[src/rtl/rs_branch.sv]
// rs_branch: branch reservation station with writeback wakeup and spectag kill.
// Define RS_BRANCH_OLDEST_FIRST_EN for age-matrix oldest-ready select.
module rs_branch #(
  parameter int RS_ENT       = 4,
  parameter int DATA_LEN     = 32,
  parameter int ADDR_LEN     = 32,
  parameter int RRF_SEL      = 6,
  parameter int SPECTAG_LEN  = 5,
  parameter int ALU_OP_WIDTH = 4
) (
  input  logic                    clk,
  input  logic                    reset,
  input  logic                    dp_we,
  input  logic [DATA_LEN-1:0]     dp_src1,
  input  logic [DATA_LEN-1:0]     dp_src2,
  input  logic                    dp_valid1,
  input  logic                    dp_valid2,
  input  logic [ADDR_LEN-1:0]     dp_pc,
  input  logic [ADDR_LEN-1:0]     dp_praddr,
  input  logic [DATA_LEN-1:0]     dp_imm,
  input  logic [6:0]              dp_opcode,
  input  logic [ALU_OP_WIDTH-1:0] dp_alu_op,
  input  logic                    dp_dstval,
  input  logic [SPECTAG_LEN-1:0]  dp_spectag,
  input  logic                    wb_we0,
  input  logic                    wb_we1,
  input  logic [RRF_SEL-1:0]      wb_tag0,
  input  logic [RRF_SEL-1:0]      wb_tag1,
  input  logic [DATA_LEN-1:0]     wb_data0,
  input  logic [DATA_LEN-1:0]     wb_data1,
  input  logic                    kill,
  input  logic [SPECTAG_LEN-1:0]  kill_mask,
  output logic                    full,
  output logic                    issue,
  output logic [DATA_LEN-1:0]     ex_src1,
  output logic [DATA_LEN-1:0]     ex_src2,
  output logic [DATA_LEN-1:0]     imm,
  output logic [ADDR_LEN-1:0]     pc,
  output logic [ADDR_LEN-1:0]     praddr,
  output logic [6:0]              opcode,
  output logic [ALU_OP_WIDTH-1:0] alu_op,
  output logic                    dstval,
  output logic [SPECTAG_LEN-1:0]  spectag
);

  localparam int SW = (RS_ENT > 1) ? $clog2(RS_ENT) : 1;

  typedef struct packed {
    logic [ADDR_LEN-1:0]     pc;
    logic [ADDR_LEN-1:0]     praddr;
    logic [DATA_LEN-1:0]     imm;
    logic [6:0]              opcode;
    logic [ALU_OP_WIDTH-1:0] alu_op;
    logic                    dstval;
    logic [SPECTAG_LEN-1:0]  spectag;
  } pay_t;

  logic [RS_ENT-1:0] busy_q, busy_d;
  logic [RS_ENT-1:0] v1_q, v1_d, v2_q, v2_d;
  logic [RS_ENT-1:0][DATA_LEN-1:0] src1_q, src1_d;
  logic [RS_ENT-1:0][DATA_LEN-1:0] src2_q, src2_d;
  pay_t [RS_ENT-1:0] pay_q, pay_d;

  logic [RS_ENT-1:0] kill_hit, ready;
  logic [SW-1:0] dp_idx, sel_idx;
  logic dp_go;

  // Port 0 has priority when both broadcasts carry the same tag.
  function automatic logic [DATA_LEN:0] grab(
    input logic v,
    input logic [DATA_LEN-1:0] s
  );
    if (v)
      return {1'b1, s};
    if (wb_we0 && s[RRF_SEL-1:0] == wb_tag0)
      return {1'b1, wb_data0};
    if (wb_we1 && s[RRF_SEL-1:0] == wb_tag1)
      return {1'b1, wb_data1};
    return {1'b0, s};
  endfunction

  assign full  = &busy_q;
  assign dp_go = dp_we & ~full;

  always_comb begin
    for (int i = 0; i < RS_ENT; i++) begin
      kill_hit[i] = kill &
        (|(pay_q[i].spectag & kill_mask));
    end
    ready = busy_q & v1_q & v2_q & ~kill_hit;
  end

  always_comb begin
    dp_idx = '0;
    for (int i = RS_ENT - 1; i >= 0; i--) begin
      if (!busy_q[i]) dp_idx = SW'(i);
    end
  end

`ifdef RS_BRANCH_OLDEST_FIRST_EN
  // age_q[i][j] set: entry i is older than entry j.
  logic [RS_ENT-1:0][RS_ENT-1:0] age_q, age_d;
  logic older;

  always_comb begin
    age_d = age_q;
    if (dp_go) begin
      age_d[dp_idx] = '0;
      for (int j = 0; j < RS_ENT; j++) begin
        if (SW'(j) != dp_idx) age_d[j][dp_idx] = busy_q[j];
      end
    end
  end

  always_ff @(posedge clk or negedge reset) begin
    if (!reset) age_q <= '0;
    else        age_q <= age_d;
  end

  always_comb begin
    sel_idx = '0;
    issue   = 1'b0;
    older   = 1'b0;
    for (int i = 0; i < RS_ENT; i++) begin
      older = ready[i];
      for (int j = 0; j < RS_ENT; j++) begin
        if (j != i && ready[j] && !age_q[i][j]) older = 1'b0;
      end
      if (older) begin
        sel_idx = SW'(i);
        issue   = 1'b1;
      end
    end
  end
`else
  always_comb begin
    sel_idx = '0;
    issue   = 1'b0;
    for (int i = RS_ENT - 1; i >= 0; i--) begin
      if (ready[i]) begin
        sel_idx = SW'(i);
        issue   = 1'b1;
      end
    end
  end
`endif

  always_comb begin
    busy_d = busy_q;
    pay_d  = pay_q;
    for (int i = 0; i < RS_ENT; i++) begin
      {v1_d[i], src1_d[i]} = grab(v1_q[i], src1_q[i]);
      {v2_d[i], src2_d[i]} = grab(v2_q[i], src2_q[i]);
    end
    if (issue) busy_d[sel_idx] = 1'b0;
    if (dp_go) begin
      busy_d[dp_idx] = 1'b1;
      {v1_d[dp_idx], src1_d[dp_idx]} = grab(dp_valid1, dp_src1);
      {v2_d[dp_idx], src2_d[dp_idx]} = grab(dp_valid2, dp_src2);
      pay_d[dp_idx] = '{pc: dp_pc, praddr: dp_praddr,
                        imm: dp_imm, opcode: dp_opcode,
                        alu_op: dp_alu_op, dstval: dp_dstval,
                        spectag: dp_spectag};
    end
    // Uses the next-state spectag so a same-cycle dispatch is squashed too.
    if (kill) begin
      for (int i = 0; i < RS_ENT; i++) begin
        if (|(pay_d[i].spectag & kill_mask)) busy_d[i] = 1'b0;
      end
    end
  end

  always_ff @(posedge clk or negedge reset) begin
    if (!reset) busy_q <= '0;
    else        busy_q <= busy_d;
  end

  always_ff @(posedge clk) begin
    v1_q   <= v1_d;
    v2_q   <= v2_d;
    src1_q <= src1_d;
    src2_q <= src2_d;
    pay_q  <= pay_d;
  end

  assign ex_src1 = src1_q[sel_idx];
  assign ex_src2 = src2_q[sel_idx];
  assign pc      = pay_q[sel_idx].pc;
  assign praddr  = pay_q[sel_idx].praddr;
  assign imm     = pay_q[sel_idx].imm;
  assign opcode  = pay_q[sel_idx].opcode;
  assign alu_op  = pay_q[sel_idx].alu_op;
  assign dstval  = pay_q[sel_idx].dstval;
  assign spectag = pay_q[sel_idx].spectag;

endmodule

[config.mk]
export PLATFORM = sky130hd
export DESIGN_NAME = rs_branch
export DESIGN_NICKNAME = d
export VERILOG_FILES = /design/src/rtl/rs_branch.sv
export SDC_FILE = /design/constraint.sdc
export NUM_CORES = 2
export LEC_CHECK = 0
export CAP_MARGIN = 20
export CORE_AREA = 2 2 292 294
export CTS_BUF_LIST = sky130_fd_sc_hd__clkbuf_8
export DETAILED_ROUTE_END_ITERATION = 6
export DIE_AREA = 0 0 294 296
export PLACE_DENSITY_LB_ADDON = 0.08
export SLEW_MARGIN = 20
export SYNTH_ARGS = -nofsm -noshare
export SYNTH_HDL_FRONTEND = slang
export SYNTH_SLANG_ARGS = --single-unit
[constraint.sdc]
create_clock -name clk -period 5 [get_ports clk]
set_input_delay 1 -clock clk [delete_from_list [all_inputs] [get_ports clk]]
set_output_delay 1 -clock clk [all_outputs]
set_load 0.02 [all_outputs]
==> results <==
- The run finished, with violations left.
- The checks that failed: design-rule violations.
- The cell area after placement is 43800 sq um.
- The largest stage delay on the critical path is 0.65 ns.
- The endpoint of the worst setup timing path is ex_src1[4].
- The finished cells cover 46400 sq um.
- The critical path in this run is classified as in -> out.
- The synthesized netlist contains 70 unique library cells.
- The number of I/O port buffers is 444.
- Setup slack on the worst reg-to-reg path comes out at 2.08 ns.
- The Yosys step of the flow raised 0 warnings.
- The critical path runs through a total of 11 cells.
- The final hold violation count is 0.
- The total congestion overflow is 0.
- The post-detailed-route wirelength per cell is 30.1 microns.
- The final route contains 36400 vias.
- After synthesis, the most frequently instantiated cells are 529 x nand2_1, 432 x edfxtp_1, 343 x o21ai_0.
- The cell area that synthesis handed to floorplanning was 37500 sq um.
- The most critical setup path has its startpoint at kill_mask[3].
- The power density over the cells is 562 nW/um^2.
- The share of flip-flops with an asynchronous set or reset is 0.556%.
- The type of element launching the critical path is an input port.
- Clock-pin slew was measured on the worst setup and hold paths at 0.06 ns.
- The clock passes through at most 3 buffers.
- In the post-synthesis netlist, the cell with the most instances is nand2_1.
- The startpoint identified for the worst register-to-register timing path is busy_q[3].
- The first global-routing pass estimated 236000 microns of wire.
- The final net count is 4549.
- Once placement completed, the tool counted placed cells totaling 5237.
- After synthesis, the cell types taking the most area are edfxtp_1 35%, dfxtp_1 15%, a221oi_1 7.6%.
- Setup repair after global routing left no endpoint under its margin.
- In the global route stage, overall resource usage came out at 36.7%.
- In this run, synthesis inferred 432 flip-flops with an integrated enable.
- The number of antenna violations at the first check in global routing is 41.
- The synthesized instance count is 3919.
- The core region area is 84200 sq um.
- For this run, the share of the core covered by cells in the final layout is 55.1%.
- The clock tree synthesis step divided the H-tree into 4 levels.
- The arrival time of data at the critical path endpoint is 3.93 ns.
- The highest clock rate is 203 MHz.
- The die covers 87000 sq um.
- The headroom to the max-slew limit is 24.2%.
- The congestion estimate from routability-driven global placement came to 0.978.
- The combined buffer and inverter count along the critical path is 5.
- The first detailed-routing pass took 7 iterations.
- For this design, the CTS-stage hold fixing added 0 buffers.
- The count of endpoints failing setup in the final report is 0.
- The count of state elements after synthesis is 720.
- Each instance of the synthesized netlist takes up on average 9.58 sq um.
- The clock tree skew after final layout is 0.0458 ns.
- For this configuration, the core starts out at a cell density of 44.6%.
- The violation count after the first detailed-routing iteration is 4999.
- The max capacitance violation total is 0.
- The post-synthesis cell type with the largest combined area is edfxtp_1.
- The worst-path cell with the longest stage delay is clkdlybuf4s50_1.
- The number of global-route vias before repair is 34600.
- The type of the tightest min-delay check is in -> async.
- The final period demand of the worst path is 4.93 ns.
- In the routed design, unresolved DRC markers number 1.
- The per-cell via count in the routed design is 6.63.
- The most frequently used flop master after synthesis is edfxtp_1.
- 445 I/O pins were placed.
- The clock net sink count is 720.
- The maximum number of pins on one net before global-route repair is 157.
- On the critical path the largest part of the delay comes from buffers and inverters.
- The pre-CTS setup slack is -0.0399 ns.
- IR analysis of the VDD net gives a maximum drop of 0.000381 V.
- The number of CTS-inserted buffers is 131.
- The depth of the most critical reg-to-reg path is 6.
- In this run the worst path has a maximum fanout of 35.
- The area growth from synthesis to final layout is 23.7%.
- In this run the critical register-to-register path is captured at src1_q[98].
- The final wirelength is 165000 microns.
- The worst slack on hold paths is 0.414 ns.
- For the worst-skew pair, the clock arrives at the later sink with an insertion delay of 0.83 ns.
- The final count of pins violating max slew is 0.
- TritonCTS built the clock tree.
- The die is 294 microns wide.
- The finished layout holds 5489 standard cells, fillers aside.
- The share of the synthesized area in the top cell type is 34.6%.
- The row count is 107.
- Summed over all cells, the static leakage comes to 16.9 nW.
- Once routing completed, OpenROAD measured the worst setup slack at 0.0749 ns.
- In this run the clock root is driven by a clkbuf_8.
- The count of nets left with antenna violations once routing finished came out at 0.
- The post-route netlist has 12.4% of its cells at a drive strength greater than 1.
- Once detailed placement completed, the half-perimeter wirelength came to 104000 microns.
- The proportion of synthesized chip area in sequential cells is 50.0%.
- Counting every net in the synthesized netlist gives 4185.
- The critical path data required time is 4.00 ns.
- The worst setup path is captured at a primary output.
- The vertical die dimension is 296 microns.
- The signal on the critical path passes through clkdlybuf4s50_1, a22oi_1, nand2_1, a21oi_4, buf_12, o31ai_4, buf_12, nand2_1, o21ai_1, buf_4, clkdlybuf4s50_1.
- The ratio of final minimum period to clock period is 98.5%.
- For the pin with the worst max-slew slack, the measured transition is 1.13 ns.
through the flow:
step	power, mW	setup TNS [ns]
floorplan	15.1	0
global placement	20.3	0
detailed placement	20.4	-0.0474
CTS	25.9	0
global route	27.2	0
finish	26.1	0
worst register-to-register path: cells and delay by family (launching register included):
kind	cells	cell delay, ns
AND/OR/NAND/NOR	3	1.28
AO/OA/AOI/OAI	2	0.56
buffers and inverters	1	0.62
flip-flops	1	0.41
layout make-up:
cell class | count | area, sq um
inverters | 22 | 103
flip-flops and latches | 720 | 18800
clock buffers | 142 | 1950
multi-input cells | 2745 | 17100
clock inverters | 90 | 566
well taps | 1090 | 1360
repair buffers | 663 | 6570
fillers | 7518 | 37800
diodes | 17 | 42.5
power breakdown:
group / internal, mW / switching [mW]
clock: 2.79 / 2.72
combinational: 4.76 / 6.86
sequential: 7.91 / 1.07
total: 15.5 / 10.7
cell families after synthesis:
logic type	count (synthesis)	synth area share (%)
xor+xnor	120	2.80
buf+inv	454	4.94
simple gates	1114	12.9
compound gates	1376	25.5
flops	720	50.0
mux	135	3.86
sequential cells by signal, indices dropped and copies added, names as in the netlist:
register,flops
v2_q,4
busy_q,4
pay_q,452
src1_q,128
src2_q,128
v1_q,4
cell usage in the layout (no fill, tap or decap), types with 20 or more instances in the layout:
master,n
a2bb2oi_1,51
a22oi_1,72
nand3_1,134
a21oi_1,127
mux2i_1,58
a221o_1,77
buf_12,42
inv_1,64
o2bb2ai_1,30
nand2_1,529
or3_1,26
edfxtp_1,432
nor3_1,91
buf_4,205
o21ai_1,137
a21o_1,50
a221oi_1,326
clkdlybuf4s50_1,410
a31oi_1,53
dfxtp_1,283
o21ai_0,340
nand4_1,20
xor2_1,41
xnor2_1,78
clkbuf_8,142
o221ai_1,31
nor2_1,220
mux2_2,77
how the worst min path moves through the flow:
stage	start	to	slack, ns	depth (start not counted)
floorplan	pay_q[227]	pay_q[227]	0.45	2
global placement	pay_q[2]	pay_q[2]	0.48	2
detailed placement	pay_q[228]	pay_q[228]	0.49	2
CTS	reset	busy_q[0]	0.35	1
global route	reset	busy_q[0]	0.39	1
finish	reset	busy_q[0]	0.41	1
repair_timing:
action / 4_1_cts / 5_1_grt
endpoints found under the setup margin: 4 / 129
gates resized for setup: 1 / 7
endpoints found under the hold margin: 0 / 0
setup buffers: 1 / 1
pin swaps: 1 / 5
layer usage:
layer / track usage [%] / vias up / routed length [microns]
li1: - / 15700 / -
met1: 46.8 / 17400 / 62600
met3: 13.6 / 524 / 22300
met4: 20.0 / 54 / 9040
met2: 53.9 / 2637 / 70700
met5: 0.665 / - / 404
Power figures use the tool's default switching activity.
